--- config.mk ---
export PLATFORM = sky130hd
export DESIGN_NAME = texture_block_fetch_flat
export DESIGN_NICKNAME = d
export VERILOG_FILES = /design/src/rtl/texture_block_fetch_if.sv /design/src/rtl/texture_block_fetch.sv /design/src/flat_wrapper.sv
export SDC_FILE = /design/constraint.sdc
export NUM_CORES = 1
export LEC_CHECK = 0
export BUFFER_PORTS_ARGS = -buffer_cell sky130_fd_sc_hd__clkbuf_2
export CAP_MARGIN = 20
export CORE_ASPECT_RATIO = 1.75
export CORE_MARGIN = 2
export CORE_UTILIZATION = 54
export DETAILED_ROUTE_END_ITERATION = 8
export GPL_TIMING_DRIVEN = 0
export PLACE_DENSITY = 0.81
export SETUP_SLACK_MARGIN = 0.1
export SKIP_LAST_GASP = 1
export SLEW_MARGIN = 20
export SYNTH_ARGS = -nofsm -noshare
export SYNTH_HDL_FRONTEND = slang
export SYNTH_SLANG_ARGS = --single-unit
export TNS_END_PERCENT = 1
--- constraint.sdc ---
create_clock -name clk -period 6.3 [get_ports clk]
set_input_delay 1.26 -clock clk [delete_from_list [all_inputs] [get_ports clk]]
set_output_delay 1.26 -clock clk [all_outputs]
set_load 0.02 [all_outputs]
--- src/rtl/texture_block_fetch_if.sv ---
// Request, memory-arbiter and decoder-side signals of texture_block_fetch.
// slave is the fetch block's view; master is the requester/memory/decoder side.
interface texture_block_fetch_if #(
    parameter int ADDR_W = 24,
    parameter int UV_W   = 10
);
    logic              req_valid;
    logic              req_ready;
    logic [UV_W-1:0]   req_u;
    logic [UV_W-1:0]   req_v;
    logic [ADDR_W-1:0] tex_base;
    logic [3:0]        tex_width_log2;
    logic              inval;
    logic              mem_req;
    logic [ADDR_W-1:0] mem_addr;
    logic              mem_ack;
    logic              mem_rvalid;
    logic [15:0]       mem_rdata;
    logic              out_valid;
    logic              out_ready;
    logic [127:0]      block_data;
    logic [3:0]        texel_idx;
    logic              miss_pulse;

    modport slave (
        input  req_valid, req_u, req_v, tex_base, tex_width_log2, inval,
               mem_ack, mem_rvalid, mem_rdata, out_ready,
        output req_ready, mem_req, mem_addr, out_valid, block_data, texel_idx, miss_pulse
    );

    modport master (
        output req_valid, req_u, req_v, tex_base, tex_width_log2, inval,
               mem_ack, mem_rvalid, mem_rdata, out_ready,
        input  req_ready, mem_req, mem_addr, out_valid, block_data, texel_idx, miss_pulse
    );
endinterface

--- src/rtl/texture_block_fetch.sv ---
// Texel request -> 4x4 BC3 block fetch (8 x 16-bit burst) with a one-entry block tag.
// Latency: hit 1 cycle after accept; miss mem_req next cycle, out_valid after 8th word.
// Backpressure: out_valid held until out_ready; req_ready only in IDLE, one burst at a time.
module texture_block_fetch #(
    parameter int ADDR_W = 24,
    parameter int UV_W   = 10
) (
    input  logic                  clk,
    input  logic                  rst,
    texture_block_fetch_if.slave  bus
);
    typedef enum logic [1:0] {IDLE, REQ, FILL, OUT} state_t;

    localparam logic [3:0] W_MAX = 4'(UV_W);

    state_t            state_q, state_d;
    logic [ADDR_W-1:0] mem_addr_q, mem_addr_d;
    logic [ADDR_W-1:0] tag_q, tag_d;
    logic              tag_valid_q, tag_valid_d;
    logic              inval_seen_q, inval_seen_d;
    logic [2:0]        cnt_q, cnt_d;
    logic [127:0]      block_data_q, block_data_d;
    logic [3:0]        texel_idx_q, texel_idx_d;
    logic              miss_pulse_q, miss_pulse_d;
    logic              mem_req_q, mem_req_d;
    logic              out_valid_q, out_valid_d;
    logic              req_ready_q, req_ready_d;

    logic [3:0]        w_eff, sh;
    logic [UV_W-1:0]   bx, by;
    logic [ADDR_W-1:0] blk_off, blk_addr;
    logic              hit;

    // Block address: row of blocks is (width/4) wide, each block is 8 words.
    always_comb begin
        if (bus.tex_width_log2 < 4'd2) begin
            w_eff = 4'd2;
        end else if (bus.tex_width_log2 > W_MAX) begin
            w_eff = W_MAX;
        end else begin
            w_eff = bus.tex_width_log2;
        end
        sh       = w_eff - 4'd2;
        bx       = (bus.req_u >> 2) & ~({UV_W{1'b1}} << sh);
        by       = bus.req_v >> 2;
        blk_off  = ((ADDR_W'(by) << sh) | ADDR_W'(bx)) << 3;
        blk_addr = bus.tex_base + blk_off;
        // An inval in the accept cycle wins over the stored tag.
        hit      = tag_valid_q && !bus.inval && (tag_q == blk_addr);
    end

    always_comb begin
        state_d      = state_q;
        mem_addr_d   = mem_addr_q;
        tag_d        = tag_q;
        tag_valid_d  = tag_valid_q;
        inval_seen_d = inval_seen_q;
        cnt_d        = cnt_q;
        block_data_d = block_data_q;
        texel_idx_d  = texel_idx_q;
        miss_pulse_d = 1'b0;

        case (state_q)
            IDLE: begin
                if (bus.inval) tag_valid_d = 1'b0;
                if (bus.req_valid) begin
                    texel_idx_d  = {bus.req_v[1:0], bus.req_u[1:0]};
                    mem_addr_d   = blk_addr;
                    inval_seen_d = 1'b0;
                    if (hit) begin
                        state_d = OUT;
                    end else begin
                        state_d      = REQ;
                        tag_valid_d  = 1'b0;
                        miss_pulse_d = 1'b1;
                    end
                end
            end
            REQ: begin
                if (bus.inval) inval_seen_d = 1'b1;
                if (bus.mem_ack) begin
                    state_d = FILL;
                    cnt_d   = 3'd0;
                end
            end
            FILL: begin
                if (bus.inval) inval_seen_d = 1'b1;
                if (bus.mem_rvalid) begin
                    block_data_d[{cnt_q, 4'b0000} +: 16] = bus.mem_rdata;
                    cnt_d = cnt_q + 3'd1;
                    if (cnt_q == 3'd7) begin
                        state_d     = OUT;
                        tag_d       = mem_addr_q;
                        tag_valid_d = !(inval_seen_q || bus.inval);
                    end
                end
            end
            OUT: begin
                if (bus.inval) tag_valid_d = 1'b0;
                if (bus.out_ready) state_d = IDLE;
            end
            default: state_d = IDLE;
        endcase

        mem_req_d   = (state_d == REQ);
        out_valid_d = (state_d == OUT);
        req_ready_d = (state_d == IDLE);
    end

    always_ff @(posedge clk) begin
        if (rst) begin
            state_q      <= IDLE;
            mem_addr_q   <= '0;
            tag_q        <= '0;
            tag_valid_q  <= 1'b0;
            inval_seen_q <= 1'b0;
            cnt_q        <= 3'd0;
            block_data_q <= '0;
            texel_idx_q  <= 4'd0;
            miss_pulse_q <= 1'b0;
            mem_req_q    <= 1'b0;
            out_valid_q  <= 1'b0;
            req_ready_q  <= 1'b1;
        end else begin
            state_q      <= state_d;
            mem_addr_q   <= mem_addr_d;
            tag_q        <= tag_d;
            tag_valid_q  <= tag_valid_d;
            inval_seen_q <= inval_seen_d;
            cnt_q        <= cnt_d;
            block_data_q <= block_data_d;
            texel_idx_q  <= texel_idx_d;
            miss_pulse_q <= miss_pulse_d;
            mem_req_q    <= mem_req_d;
            out_valid_q  <= out_valid_d;
            req_ready_q  <= req_ready_d;
        end
    end

    assign bus.req_ready  = req_ready_q;
    assign bus.mem_req    = mem_req_q;
    assign bus.mem_addr   = mem_addr_q;
    assign bus.out_valid  = out_valid_q;
    assign bus.block_data = block_data_q;
    assign bus.texel_idx  = texel_idx_q;
    assign bus.miss_pulse = miss_pulse_q;
endmodule

--- src/flat_wrapper.sv ---
// flat-port wrapper written by rule: the top's interface ports become plain ports
module texture_block_fetch_flat 
#(
    parameter int ADDR_W = 24,
    parameter int UV_W   = 10
)
  (clk, rst, bus_req_valid, bus_req_u, bus_req_v, bus_tex_base, bus_tex_width_log2, bus_inval, bus_mem_ack, bus_mem_rvalid, bus_mem_rdata, bus_out_ready, bus_req_ready, bus_mem_req, bus_mem_addr, bus_out_valid, bus_block_data, bus_texel_idx, bus_miss_pulse);
  texture_block_fetch_if #(.ADDR_W(ADDR_W), .UV_W(UV_W)) bus_i ();
  input  logic clk;
  input  logic rst;
  input wire logic [$bits(bus_i.req_valid)-1:0] bus_req_valid;
  input wire logic [$bits(bus_i.req_u)-1:0] bus_req_u;
  input wire logic [$bits(bus_i.req_v)-1:0] bus_req_v;
  input wire logic [$bits(bus_i.tex_base)-1:0] bus_tex_base;
  input wire logic [$bits(bus_i.tex_width_log2)-1:0] bus_tex_width_log2;
  input wire logic [$bits(bus_i.inval)-1:0] bus_inval;
  input wire logic [$bits(bus_i.mem_ack)-1:0] bus_mem_ack;
  input wire logic [$bits(bus_i.mem_rvalid)-1:0] bus_mem_rvalid;
  input wire logic [$bits(bus_i.mem_rdata)-1:0] bus_mem_rdata;
  input wire logic [$bits(bus_i.out_ready)-1:0] bus_out_ready;
  output wire logic [$bits(bus_i.req_ready)-1:0] bus_req_ready;
  output wire logic [$bits(bus_i.mem_req)-1:0] bus_mem_req;
  output wire logic [$bits(bus_i.mem_addr)-1:0] bus_mem_addr;
  output wire logic [$bits(bus_i.out_valid)-1:0] bus_out_valid;
  output wire logic [$bits(bus_i.block_data)-1:0] bus_block_data;
  output wire logic [$bits(bus_i.texel_idx)-1:0] bus_texel_idx;
  output wire logic [$bits(bus_i.miss_pulse)-1:0] bus_miss_pulse;
  assign bus_i.req_valid = bus_req_valid;
  assign bus_i.req_u = bus_req_u;
  assign bus_i.req_v = bus_req_v;
  assign bus_i.tex_base = bus_tex_base;
  assign bus_i.tex_width_log2 = bus_tex_width_log2;
  assign bus_i.inval = bus_inval;
  assign bus_i.mem_ack = bus_mem_ack;
  assign bus_i.mem_rvalid = bus_mem_rvalid;
  assign bus_i.mem_rdata = bus_mem_rdata;
  assign bus_i.out_ready = bus_out_ready;
  assign bus_req_ready = bus_i.req_ready;
  assign bus_mem_req = bus_i.mem_req;
  assign bus_mem_addr = bus_i.mem_addr;
  assign bus_out_valid = bus_i.out_valid;
  assign bus_block_data = bus_i.block_data;
  assign bus_texel_idx = bus_i.texel_idx;
  assign bus_miss_pulse = bus_i.miss_pulse;
  texture_block_fetch #(.ADDR_W(ADDR_W), .UV_W(UV_W)) u_core (.clk(clk), .rst(rst), .bus(bus_i));
endmodule
; After elaboration in Yosys (flattened, before gate mapping)
; Index checks and enable logic that the tools add are counted.
[classes]
reduce_logical = 18
shift = 4
n_eq_ne = 12
n_lt_le_gt_ge = 2
n_addsub = 4
muxes = 23
bitwise_logic = 5
[op_table]
columns = operator, count
row1 = bitwise mux 128 bit, 1
row2 = variable shift 16 x 9 -> 128 bit (first input constant), 1
row3 = variable part select 16 x 9 -> 128 bit, 1
row4 = adder 24 bit, 1
row5 = equality test 24 bit, 1
row6 = bitwise OR 21 x 10 -> 21 bit, 1
row7 = << shifter 8 x 4 -> 21 bit, 1
row8 = 2-to-1 mux 2 bit, 6
row9 = AND reduction 3 bit, 4
row10 = AND 8 x 10 -> 10 bit, 1
row11 = inverter 10 bit, 1
row12 = << shifter 10 x 4 -> 10 bit (first input constant), 1
row13 = negator 7 -> 9 bit, 1
row14 = 2-to-1 mux 1 bit, 8
row15 = 2-to-1 mux 4 bit, 2
row16 = case mux 2 bit (4 select lines), 1
row17 = equality test 2 bit (second input constant), 3
row18 = 2-to-1 mux 3 bit, 2
row19 = != test 2 bit (second input constant), 3
row20 = case mux 3 bit (2 select lines), 1
row21 = equality test 2 x 1 -> 1 bit (second input constant), 2
row22 = > comparator 4 bit (second input constant), 1
row23 = logical NOT 2 bit, 2
row24 = < comparator 4 x 2 -> 1 bit (second input constant), 1
row25 = 15 further kinds, 21
[totals]
elab_cells = 80
regBits = 191

; Longest topological paths before layout
; Gate-level depths: netlist of run 1.
[depth]
ltp_word = 15
ltp_mapped = 23
mapped_depth_nobuf = 19

; Least setup slack after synthesis of run 1
; OpenSTA, ideal clock, no wires.
[synth_timing]
path_type = input-to-reg
start = in bus_tex_width_log2[3]
end = reg u_core.mem_req_q, in the netlist u_core.bus.mem_req
slack_ns = 0.787
n_path_buf = 5
path_stages = 22
arrival_ns = 5.398
path_cell_list = buf_2 xnor2_1 nor2_1 clkbuf_1 ha_1 inv_1 ha_1 clkbuf_1 inv_1 clkbuf_1 o2bb2ai_1 ha_1 buf_6 xnor2_2 a311o_1 a2111o_1 a211oi_2 nand4_1 nor4b_2 and4_1 a31oi_1 o21a_1
[synth_between]
elab_chain_len = 15
[synth_rtl]
columns = item, line
row1 = from (decl), flat_wrapper.sv:15  ; input wire logic [$bits(bus_i.tex_width_log2)-1:0] bus_tex_width_log2;
row2 = > comparator 4 bit, texture_block_fetch.sv:38  ; end else if (bus.tex_width_log2 > W_MAX) begin
row3 = 2-to-1 mux 4 bit, texture_block_fetch.sv:38
row4 = 2-to-1 mux 4 bit (*), texture_block_fetch.sv:36  ; if (bus.tex_width_log2 < 4'd2) begin
row5 = subtractor 4 x 2 -> 4 bit (*), texture_block_fetch.sv:43  ; sh = w_eff - 4'd2;
row6 = << shifter 10 x 4 -> 10 bit, texture_block_fetch.sv:44  ; bx = (bus.req_u >> 2) & ~({UV_W{1'b1}} << sh);
row7 = inverter 10 bit, texture_block_fetch.sv:44
row8 = AND 8 x 10 -> 10 bit, texture_block_fetch.sv:44
row9 = bitwise OR 21 x 10 -> 21 bit (*), texture_block_fetch.sv:46  ; blk_off = ((ADDR_W'(by) << sh) | ADDR_W'(bx)) << 3;
row10 = adder 24 bit (*), texture_block_fetch.sv:47  ; blk_addr = bus.tex_base + blk_off;
row11 = equality test 24 bit (*), texture_block_fetch.sv:49  ; hit = tag_valid_q && !bus.inval && (tag_q == blk_addr);
row12 = logical AND 1 bit (*), texture_block_fetch.sv:49
row13 = 2-to-1 mux 2 bit (*), texture_block_fetch.sv:70  ; if (hit) begin
row14 = 2-to-1 mux 2 bit (*), texture_block_fetch.sv:66  ; if (bus.req_valid) begin
row15 = case mux 2 bit (4 select lines) (*), texture_block_fetch.sv:63  ; case (state_q)
row16 = equality test 2 x 1 -> 1 bit (*), texture_block_fetch.sv:105  ; mem_req_d = (state_d == REQ);
row17 = to (signal assigned), texture_block_fetch.sv:134  ; mem_req_q <= mem_req_d;
row18 = to (decl), texture_block_fetch.sv:25  ; logic mem_req_q, mem_req_d;
; Every way passes the cells marked *; elsewhere a longest branch is shown, timed or not.
; A chain may end at the register's enable or synchronous reset.

; Worst setup path in the final report of run 1
; Ends and elaborated chain as after synthesis.

==> run summary, run 1 <==
Post-synth EDFFs: 0
Gr usage total: 0.3311
Ranking of synthesized cells by area: dfxtp_1 40%, nand2_1 11%, a21oi_1 9.5%, mux2i_1 4.9%, ha_1 4.2%
Sequential share of the synthesized area: 0.4033
Die ar.: 0.01867 mm^2
Hold Crit Class: flip-flop to flip-flop
Total negative slack: 0 ps
Hpwl dp: 25,060 um
RR Startpoint: u_core.cnt_q[0]$_SDFFE_PP0P_
Syn avg cell area: 7.796 um^2
Num CTS Buffers: 17
Final clock skew: 7.115 ps
FF-to-FF End: u_core.bus.block_data[39]$_SDFFE_PP0P_
Period utilization: 0.9415
CP endpoint kind: flip-flop
Setup crit end: u_core.bus.mem_req$_SDFF_PP0_
Vias per cell: 5.760
Worst Path Required: 6620 ps
TritonCTS clock tree: yes
Die width: 104.2 um
Synth area leader: dfxtp_1
Arrival time of the worst setup path: 6250 ps
Largest net degree at the start of global routing: 17
Unrepaired setup endpoints after global routing: no
Fmax achieved: 168.6 MHz
Post-synthesis register bit count: 191
Fin. Hold Viols: 0
Worst slew pin tran: 822.3 ps
FF+latch area: 0.003824 mm^2
Layout cell share with drive strength beyond 1: 0.1927
Setup crit start: bus_tex_width_log2[3]
Antenna diodes: 0
Area used by multi-input combinational logic: 0.005254 mm^2
CTS Sinks: 191
Vias after detailed routing: 9,729
1st-iter DRT viols: 584
Yosys Warn Count: 0
Combinational cell fraction of total power: 0.287
Peak supply drop: 0.2005 mV
Number of global-route vias before repair: 9,210
Post-route DRC: 0
Port Buffer Count: 214
Initial core utilization: 0.5456
Async S/R FF share, synth: 0
Reg clk slew, reported paths: 60 ps
Final min period: 5932 ps
Flop pwr share: 0.397
Clk network pwr share: 0.316
PD cells: 296.1 mW/mm^2
Most frequent cell after synthesis: nand2_1
Fin nets: 1,551
Netlist cell types: 69
Mapped Cells: 1,216
Routed WL per cell: 18.84 um
Critical-path maximum fanout: 10
Worst slew margin: 0.4498
Synth top area share: 0.4033
Count of final setup violators: 0
Max clock buf depth: 2
GPL Wtd Cong: 0.9858
Top Ports: 231
R2R setup slack: 2920 ps
Syn nets: 1,320
Max Cap Viol: 0
Ys flop type: dfxtp_1
Fill count: 1,488
Cell area after synthesis: 0.009480 mm^2
Antenna Violating Nets Remaining: 0
Aggregate global routing overflow: 0
Sw Ratio: 0.3464
Pre-Repair DR Iteration Count: 7
Die height: 179.3 um
Area grow syn2layout: 20.79%
Static leakage: 4.623 nW
CTS H-tree depth: 4
Status: completed
Initial antenna violation count: 0
Setup CP Type: input port to flip-flop
Root Driver: clkbuf_16
Post-synth top cells: 288 x nand2_1, 191 x dfxtp_1, 180 x a21oi_1
Setup crit start kind: input port
Worst skew pair latency: 440 ps
Register-to-Register Path Depth: 10
Core Rows: 64
Core ar.: 0.01738 mm^2
Internal Power: 2.216 mW
First-pass GRT wire length: 47,430 um
DRT Wirelength: 31,820 um
Final hold slack: 453.0 ps
Psw: 1.174 mW
Max Slew Vio Count: 0
[stage by stage]
stage               area [um^2]  instances  power [mW]  setup WS (ps)    util
global placement          10840       1661       2.307         -462.3  0.6238
CTS                       11430       1691       3.365          139.8  0.6578
detailed placement        10850       1661       2.321         -439.8  0.6245
floorplan                  9480       1216       2.018          787.0       -
finish                    11450       1689       3.391          368.3  0.6590
global route              11450       1689       3.524          166.2  0.6590
[kinds of logic after synthesis]
family | after synthesis | synth area share
and+or+nand+nor | 498 | 0.2266
AOI/OAI and AO/OA | 298 | 0.1858
DFF | 191 | 0.4033
buffers and inverters | 109 | 0.04646
muxes | 47 | 0.04976
xor gates and xnor gates | 40 | 0.04369
adders and majority gates | 33 | 0.04434
[routing by layer]
layer / up-vias / track usage / share of wire
li1: 4635 / - / -
met2: 486 / 0.6294 / 0.52
met4: 0 / 0.3029 / 0.090
met5: - / 0 / 0
met1: 4458 / 0.2949 / 0.32
met3: 150 / 0.05525 / 0.065
[power by group through the flow]
stage | combinational, mW | sequential, mW | clock (mW)
final | 0.974 | 1.34 | 1.07
after global routing | 1.05 | 1.35 | 1.12
after CTS | 0.956 | 1.34 | 1.07
after detailed placement | 0.951 | 1.37 | 0
after global placement | 0.939 | 1.37 | 0
after floorplan | 0.576 | 1.44 | 0
[worst min path at each step]
stage                                                  startpoint                                       to  slack [ps]  depth (start not counted)
after CTS                 u_core.bus.block_data[102]$_SDFFE_PP0P_  u_core.bus.block_data[102]$_SDFFE_PP0P_         450                          2
after global placement    u_core.bus.block_data[119]$_SDFFE_PP0P_  u_core.bus.block_data[119]$_SDFFE_PP0P_         440                          2
final                     u_core.bus.block_data[102]$_SDFFE_PP0P_  u_core.bus.block_data[102]$_SDFFE_PP0P_         450                          2
after detailed placement  u_core.bus.block_data[102]$_SDFFE_PP0P_  u_core.bus.block_data[102]$_SDFFE_PP0P_         450                          2
after floorplan                     u_core.tag_q[19]$_SDFFE_PP0P_            u_core.tag_q[19]$_SDFFE_PP0P_         440                          2
after global routing       u_core.bus.block_data[63]$_SDFFE_PP0P_   u_core.bus.block_data[63]$_SDFFE_PP0P_         470                          2
[flip-flops by register name, indices dropped and copies added, names as in the netlist]
signal                 cells
u_core.bus.block_data    128
u_core.bus.mem_addr       24
u_core.tag_q              24
u_core.bus.texel_idx       4
u_core.cnt_q               3
u_core.state_q             2
u_core.bus.mem_req         1
u_core.bus.miss_pulse      1
u_core.bus.out_valid       1
u_core.bus.req_ready       1
u_core.inval_seen_q        1
u_core.tag_valid_q         1
[cell type report]
cell class,count,share of cell area
repair buffers,214,0.09353
clock buffers,19,0.03868
flip-flops and latches,191,0.3339
inverters,20,0.006556
plain buffers,87,0.03147
clock inverters,11,0.01180
multi-input cells,916,0.4588
well taps,231,0.02524
[cells in the final DEF (no fill, tap or decap), drive strengths merged, types with 3 or more instances in the layout]
master / netlist / final
a2111oi: 3 / 3
a211oi: 10 / 10
a21o: 12 / 12
a21oi: 180 / 180
a22oi: 4 / 4
a31oi: 7 / 7
and2: 5 / 5
and3: 9 / 9
buf: 17 / 17
clkbuf: 72 / 303
clkinvlp: 0 / 5
dfxtp: 191 / 191
ha: 32 / 32
inv: 20 / 22
mux2i: 46 / 46
nand2: 288 / 288
nand2b: 8 / 8
nand3: 41 / 41
nand3b: 6 / 6
nand4: 8 / 8
nor2: 85 / 85
nor2b: 9 / 9
nor3: 18 / 18
nor3b: 5 / 5
nor4: 3 / 3
o21a: 9 / 9
o21ai: 34 / 34
o21bai: 3 / 3
o22ai: 5 / 5
o2bb2ai: 3 / 3
o31ai: 4 / 4
or3: 4 / 4
xnor2: 22 / 22
xnor3: 3 / 3
xor2: 14 / 14
[worst max-delay path, cell delays in order]
cell and delay (ps):
buf_2 170, inv_1 140, nor3_1 420, o21ai_2 160, buf_2 230, mux2i_1 220, nor2_1 70, a31oi_1 290
nor2_1 70, nor2_1 180, o22ai_1 150, ha_1 340, buf_2 250, xor2_2 300, o2bb2ai_1 160, a2111o_1 330
a211oi_2 200, nand4_1 200, nor4b_2 330, and4_1 340, a31oi_1 180, o21a_1 220
[repair_timing]
action,in CTS,in global routing
hold buffers,0,0
gates cloned,0,0
gates resized for setup,1,10
buffers inserted,0,0
endpoints found under the setup margin,3,5
(Power assumes the default switching activity.)
==> inputs of run 2 (changes only) <==
--- a/config.mk
+++ b/config.mk
@@ -11,9 +11,11 @@
 export CORE_MARGIN = 2
 export CORE_UTILIZATION = 54
 export DETAILED_ROUTE_END_ITERATION = 8
+export GPL_ROUTABILITY_DRIVEN = 0
 export GPL_TIMING_DRIVEN = 0
-export PLACE_DENSITY = 0.81
+export PLACE_DENSITY = 0.91
 export SETUP_SLACK_MARGIN = 0.1
+export SKIP_CTS_REPAIR_TIMING = 1
 export SKIP_LAST_GASP = 1
 export SLEW_MARGIN = 20
 export SYNTH_ARGS = -nofsm -noshare
==> run 2 against run 1 <==
Effect of this change: wire length is 1.7% higher; clock skew rose by 4.6 ps; via count rose by 3.8%; critical path type unchanged; sequential share of layout area barely moved; core utilization barely moved; critical path depth decreased by 2; hold slack improved by 1.6 ps; non-clock buffer count unchanged.
==> run summary, run 2 (synthesis gave the netlist of run 1 again) <==
Final clock skew: 11.67 ps (+4.557 ps)
PD cells: 297.3 mW/mm^2 (+0.41%)
Layout cell share with drive strength beyond 1: 0.1918 (-0.0009489)
Flop pwr share: 0.396 (about the same)
Period utilization: 0.9367 (-0.004839)
Initial antenna violation count: 0 (unchanged)
Aggregate global routing overflow: 0 (unchanged)
Setup crit start kind: input port
Post-route DRC: 0 (unchanged)
Num CTS Buffers: 17 (unchanged)
Area grow syn2layout: 20.80% (about the same)
Vias per cell: 5.969 (+3.6%)
Fin area: 0.01145 mm^2 (about the same)
DRT Wirelength: 32,360 um (+1.7%)
Largest net degree at the start of global routing: 20 (+3)
Largest register FFs: 128 (unchanged)
Power Total: 3.405 mW (+0.43%)
Setup crit end: u_core.bus.mem_req$_SDFF_PP0_
Status: completed
Gr usage total: 0.3383 (+0.007242)
Antenna Violating Nets Remaining: 0 (unchanged)
Setup crit start: bus_tex_width_log2[2]
Max Slew Vio Count: 0 (unchanged)
CP peak stage delay: 430 ps (about the same)
Antenna diodes: 0 (unchanged)
Sw Ratio: 0.3579 (+0.01151)
Critical-path maximum fanout: 10 (unchanged)
Reg clk slew, reported paths: 70 ps (about the same)
First-pass GRT wire length: 49,120 um (+3.6%)
Max Cap Viol: 0 (unchanged)
CP Cell Sequence: clkbuf_2, xnor2_2, nor2_1, clkbuf_2, ha_1, inv_1, ha_1, clkbuf_1, o22ai_1, ha_1, buf_2, xor2_1, o2bb2ai_1, a2111o_1, a211oi_2, nand4_1, nor4b_2, and4_1, a31oi_1, o21a_1
Most frequent cells in the layout: 288 x nand2_1, 215 x clkbuf_2, 191 x dfxtp_1
Area after DPL: 0.01085 mm^2 (unchanged)
Fmax achieved: 169.5 MHz (+0.52%)
Max clock buf depth: 2 (unchanged)
Top cell family by delay on the critical path: compound AO/OA/AOI/OAI gates
Internal Power: 2.186 mW (-1.3%)
Initial core utilization: 0.5456 (unchanged)
Hold Crit Class: flip-flop to flip-flop
Worst Path Buf+Inv: 5 (+1)
Peak supply drop: 0.2166 mV (+8.0%)
Core Rows: 64 (unchanged)
TritonCTS clock tree: yes
Most common cell after layout, fill and taps aside: nand2_1
CTS Sinks: 191 (unchanged)
Arrival time of the worst setup path: 6220 ps (-30 ps)
RR Startpoint: u_core.cnt_q[0]$_SDFFE_PP0P_
Top Ports: 231 (unchanged)
Die ar.: 0.01867 mm^2 (unchanged)
Worst skew pair latency: 440 ps (about the same)
FF-to-FF End: u_core.bus.block_data[70]$_SDFFE_PP0P_
Pre-Repair DR Iteration Count: 8 (+1)
Worst slew pin tran: 865.3 ps (+42.99 ps)
WP depth: 20 (-9.1%)
Worst Path Required: 6620 ps (about the same)
CP dominant cell by count: ha_1
Register-to-Register Path Depth: 10 (unchanged)
Worst slew margin: 0.4200 (-0.02978)
Count of final setup violators: 0 (unchanged)
Clk network pwr share: 0.318 (+0.002)
CP endpoint kind: flip-flop
Psw: 1.219 mW (+3.8%)
Hpwl dp: 24,900 um (-0.67%)
Fin nets: 1,551 (unchanged)
Fin. Hold Viols: 0 (unchanged)
Root Driver: clkbuf_16
Die width: 104.2 um (unchanged)
Final min period: 5901 ps (-30.49 ps)
Vias after detailed routing: 10,090 (+3.8%)
Static leakage: 4.645 nW (+0.48%)
Number of global-route vias before repair: 9,764 (+6.0%)
Port Buffer Count: 214 (unchanged)
Combinational cell fraction of total power: 0.286 (about the same)
CTS H-tree depth: 4 (unchanged)
Core ar.: 0.01738 mm^2 (unchanged)
R2R setup slack: 2840 ps (-80 ps)
Crit-path slowest cell: ha_1
Die height: 179.3 um (unchanged)
1st-iter DRT viols: 823 (+41%)
Routed WL per cell: 19.14 um (+1.6%)
Unrepaired setup endpoints after global routing: no
Setup CP Type: input port to flip-flop
[run 2: metal layers]
metal	share of wire	up-vias	track usage	wire length (um)
li1	-	4623	-	-
met1	0.31	4629	0.3104	10060
met2	0.52	655	0.6428	16880
met3	0.083	187	0.06289	2690
met4	0.084	0	0.2782	2733
met5	0	-	0	0
[run 2: power by group through the flow]
| stage | clock network (mW) | logic [mW] | registers [mW] |
|---|---|---|---|
| floorplan | 0 | 0.576 | 1.44 |
| global placement | 0 | 0.918 | 1.37 |
| detailed placement | 0 | 0.944 | 1.37 |
| CTS | 1.08 | 0.952 | 1.35 |
| global route | 1.13 | 1.05 | 1.36 |
| finish | 1.08 | 0.973 | 1.35 |
[run 2: worst min path at each step]
stage | end | from | slack [ps] | cells past startpoint
6_report | u_core.bus.texel_idx[1]$_SDFFE_PP0P_ | u_core.bus.texel_idx[1]$_SDFFE_PP0P_ | 450 | 2
5_1_grt | u_core.bus.block_data[69]$_SDFFE_PP0P_ | u_core.bus.block_data[69]$_SDFFE_PP0P_ | 470 | 2
4_1_cts | u_core.bus.block_data[100]$_SDFFE_PP0P_ | u_core.bus.block_data[100]$_SDFFE_PP0P_ | 450 | 2
3_5_place_dp | u_core.bus.block_data[100]$_SDFFE_PP0P_ | u_core.bus.block_data[100]$_SDFFE_PP0P_ | 440 | 2
3_3_place_gp | u_core.bus.block_data[99]$_SDFFE_PP0P_ | u_core.bus.block_data[99]$_SDFFE_PP0P_ | 440 | 2
2_1_floorplan | u_core.tag_q[19]$_SDFFE_PP0P_ | u_core.tag_q[19]$_SDFFE_PP0P_ | 440 | 2
[run 2: layout make-up]
class | instances | area, um^2
flip-flops and latches | 191 | 3824
clock inverters | 15 | 168.9
multi-input cells | 916 | 5240
plain buffers | 87 | 359.1
clock buffers | 17 | 425.4
well taps | 231 | 289.0
inverters | 20 | 75.07
repair buffers | 214 | 1071
fillers | 1425 | 5924
[run 2: stage by stage]
stage	util	cells	hold WS [ps]	setup slack, ps	setup TNS [ps]
6_report	0.6591	1691	454.6	398.7	0
4_1_cts	0.6587	1693	452.1	216.7	0
2_1_floorplan	-	1216	436.8	787.0	0
3_5_place_dp	0.6245	1661	442.7	-244.4	-781.8
5_1_grt	0.6591	1691	468.7	106.2	0
3_3_place_gp	0.6238	1661	439.3	-116.1	-185.2
[run 2: tightest hold or removal path: cells and delay by family, from the launching register on]
kind | cells | cell delay, ps
AO/OA/AOI/OAI | 1 | 50
flip-flops | 1 | 310
AND/OR/NAND/NOR | 1 | 50
==> inputs of run 3 (changes only) <==
--- a/config.mk
+++ b/config.mk
@@ -8,11 +8,10 @@
 export BUFFER_PORTS_ARGS = -buffer_cell sky130_fd_sc_hd__clkbuf_2
 export CAP_MARGIN = 20
 export CORE_ASPECT_RATIO = 1.75
-export CORE_MARGIN = 2
+export CORE_MARGIN = 4
 export CORE_UTILIZATION = 54
 export DETAILED_ROUTE_END_ITERATION = 8
 export GPL_ROUTABILITY_DRIVEN = 0
-export GPL_TIMING_DRIVEN = 0
 export PLACE_DENSITY = 0.91
 export SETUP_SLACK_MARGIN = 0.1
 export SKIP_CTS_REPAIR_TIMING = 1
==> run 3 against run 2 <==
Effect of this change: cell area decreased by 1.8%; register-to-register slack got worse by 420 ps; die area increased by 6.2%; total power decreased by 0.58%; non-clock buffer count decreased by 62; global-route usage decreased by 2.3 points; critical path depth unchanged; setup slack improved by 29 ps; clock skew increased by 1.9 ps; count of clock-buffer cells in the layout unchanged; final cell count decreased by 3.9%; sequential share of layout area increased by 0.62 points; largest power group unchanged.
==> run summary, run 3 (synthesis gave the netlist of run 1 again) <==
Status: completed
Root Driver: clkbuf_16
Core Rows: 63 (-1.6%)
Area grow syn2layout: 18.58%
CTS Sinks: 191 (unchanged)
Fmax achieved: 170.3 MHz (+0.49%)
CP Cell Sequence: clkbuf_2, inv_1, nor3_1, o21ai_0, buf_4, mux2i_1, mux2i_1, a21oi_1, o21ai_0, o2bb2ai_1, ha_1, xnor2_2, nor3_1, a211o_1, a2111oi_0, nand4_1, nor4b_2, and4_1, a31oi_1, o21a_1
Die height: 183.3 um (+2.2%)
PD cells: 301.1 mW/mm^2 (+1.3%)
Arrival time of the worst setup path: 6200 ps (-20 ps)
Most common cell after layout, fill and taps aside: nand2_1
Pre-Repair DR Iteration Count: 6 (-2)
Initial core utilization: 0.5542 (+0.008660)
Hpwl dp: 23,770 um (-4.5%)
Static leakage: 4.591 nW (-1.2%)
TritonCTS clock tree: yes
Final min period: 5873 ps (-28.74 ps)
Antenna diodes: 0 (unchanged)
Num CTS Buffers: 17 (unchanged)
Setup crit end: u_core.bus.mem_req$_SDFF_PP0_
Power Total: 3.385 mW (-0.58%)
Largest net degree at the start of global routing: 88 (+340%)
Core ar.: 0.01711 mm^2 (-1.6%)
Total negative slack: 0 ps (unchanged)
Die ar.: 0.01982 mm^2 (+6.2%)
Worst slew margin: 0.2513 (-0.1687)
CP peak stage delay: 440 ps (about the same)
Fin. Hold Viols: 0 (unchanged)
Top Ports: 231 (unchanged)
Number of global-route vias before repair: 9,319 (-4.6%)
CP endpoint kind: flip-flop
Die width: 108.2 um (+3.8%)
Port Buffer Count: 230 (+7.5%)
Layout cell share with drive strength beyond 1: 0.2067 (+0.01494)
Max Slew Vio Count: 0 (unchanged)
Fin nets: 1,489 (-4.0%)
Worst Path Required: 6630 ps (about the same)
Final hold slack: 455.0 ps (+0.3710 ps)
First-pass GRT wire length: 48,870 um (-0.51%)
Vias after detailed routing: 9,759 (-3.3%)
Routed WL per cell: 19.43 um (+1.5%)
Setup crit start kind: input port
Worst slew pin tran: 1123 ps (+257.8 ps)
Count of final setup violators: 0 (unchanged)
Setup crit start: bus_tex_width_log2[3]
Hold Crit Class: flip-flop to flip-flop
Final clock skew: 13.54 ps (+1.871 ps)
Register-to-Register Path Depth: 8 (-2)
Core Util, Final: 0.6572 (-0.001827)
FF-to-FF End: u_core.bus.block_data[121]$_SDFFE_PP0P_
Aggregate global routing overflow: 0 (unchanged)
Max Cap Viol: 0 (unchanged)
FF+latch area: 0.003824 mm^2 (unchanged)
Unrepaired setup endpoints after global routing: no
Area used by multi-input combinational logic: 0.005243 mm^2 (about the same)
Post-route DRC: 0 (unchanged)
Worst skew pair latency: 430 ps (about the same)
Largest register FFs: 128 (unchanged)
Peak supply drop: 0.2066 mV (-4.6%)
Gr usage total: 0.3149 (-0.02345)
CTS H-tree depth: 4 (unchanged)
Critical-path maximum fanout: 12 (+2)
Fill count: 1,384 (-2.9%)
Setup CP Type: input port to flip-flop
Reg clk slew, reported paths: 70 ps (about the same)
Vias per cell: 6.006 (+0.61%)
Crit-path slowest cell: nor3_1
1st-iter DRT viols: 835 (+1.5%)
Period utilization: 0.9321 (-0.004563)
Antenna Violating Nets Remaining: 0 (unchanged)
Most frequent cells in the layout: 288 x nand2_1, 229 x clkbuf_2, 191 x dfxtp_1
DRT Wirelength: 31,570 um (-2.4%)
RR Startpoint: u_core.cnt_q[0]$_SDFFE_PP0P_
Max clock buf depth: 2 (unchanged)
R2R setup slack: 2420 ps (-420 ps)
Initial antenna violation count: 0 (unchanged)
[run 3: changes by cell type in the layout (fill, tap and decap cells not counted), sizes merged]
cell and change:
clkbuf -55, buf -7, clkinv -1, inv -1, clkinvlp +2
[run 3: worst min path at each step]
stage | startpoint | to | cells after the start
finish | u_core.bus.block_data[54]$_SDFFE_PP0P_ | u_core.bus.block_data[54]$_SDFFE_PP0P_ | 2
global route | u_core.bus.block_data[90]$_SDFFE_PP0P_ | u_core.bus.block_data[90]$_SDFFE_PP0P_ | 2
CTS | u_core.bus.block_data[76]$_SDFFE_PP0P_ | u_core.bus.block_data[76]$_SDFFE_PP0P_ | 2
detailed placement | u_core.bus.block_data[100]$_SDFFE_PP0P_ | u_core.bus.block_data[100]$_SDFFE_PP0P_ | 2
global placement | u_core.bus.block_data[100]$_SDFFE_PP0P_ | u_core.bus.block_data[100]$_SDFFE_PP0P_ | 2
floorplan | u_core.tag_q[19]$_SDFFE_PP0P_ | u_core.tag_q[19]$_SDFFE_PP0P_ | 2
[run 3: where the power goes]
part / leakage [nW] / internal [mW] / switching, mW
logic: 2.76 / 0.328 / 0.625
clock network: 0.284 / 0.567 / 0.514
registers: 1.54 / 1.29 / 0.0660
[run 3: layout make-up]
type	instances	area share
inverters	20	0.006678
well taps	227	0.02526
flip-flops and latches	191	0.3401
clock inverters	15	0.01514
repair buffers	239	0.1086
multi-input cells	916	0.4663
clock buffers	17	0.03784
[run 3: stage by stage]
stage / instance area (um^2) / worst slack [ps] / instances
2_1_floorplan: 9480 / 787.0 / 1216
3_3_place_gp: 10630 / 374.7 / 1593
3_5_place_dp: 10630 / 236.2 / 1593
4_1_cts: 11230 / 663.7 / 1625
5_1_grt: 11240 / 326.1 / 1625
6_report: 11240 / 427.5 / 1625
[run 3: critical path, delay by kind of cell]
kind | cells | cell delay [ps]
and+or+nand+nor | 5 | 1310
muxes | 2 | 510
xor gates and xnor gates | 1 | 360
buffers and inverters | 3 | 480
adders and majority gates | 1 | 410
AOI/OAI and AO/OA | 8 | 1860
[run 3: metal layers]
layer,GRT usage,up-vias,wire (um)
met5,0,-,0
met4,0.2371,0,2735
li1,-,4511,-
met3,0.05882,175,2691
met2,0.5558,648,15650
met1,0.3232,4425,10500
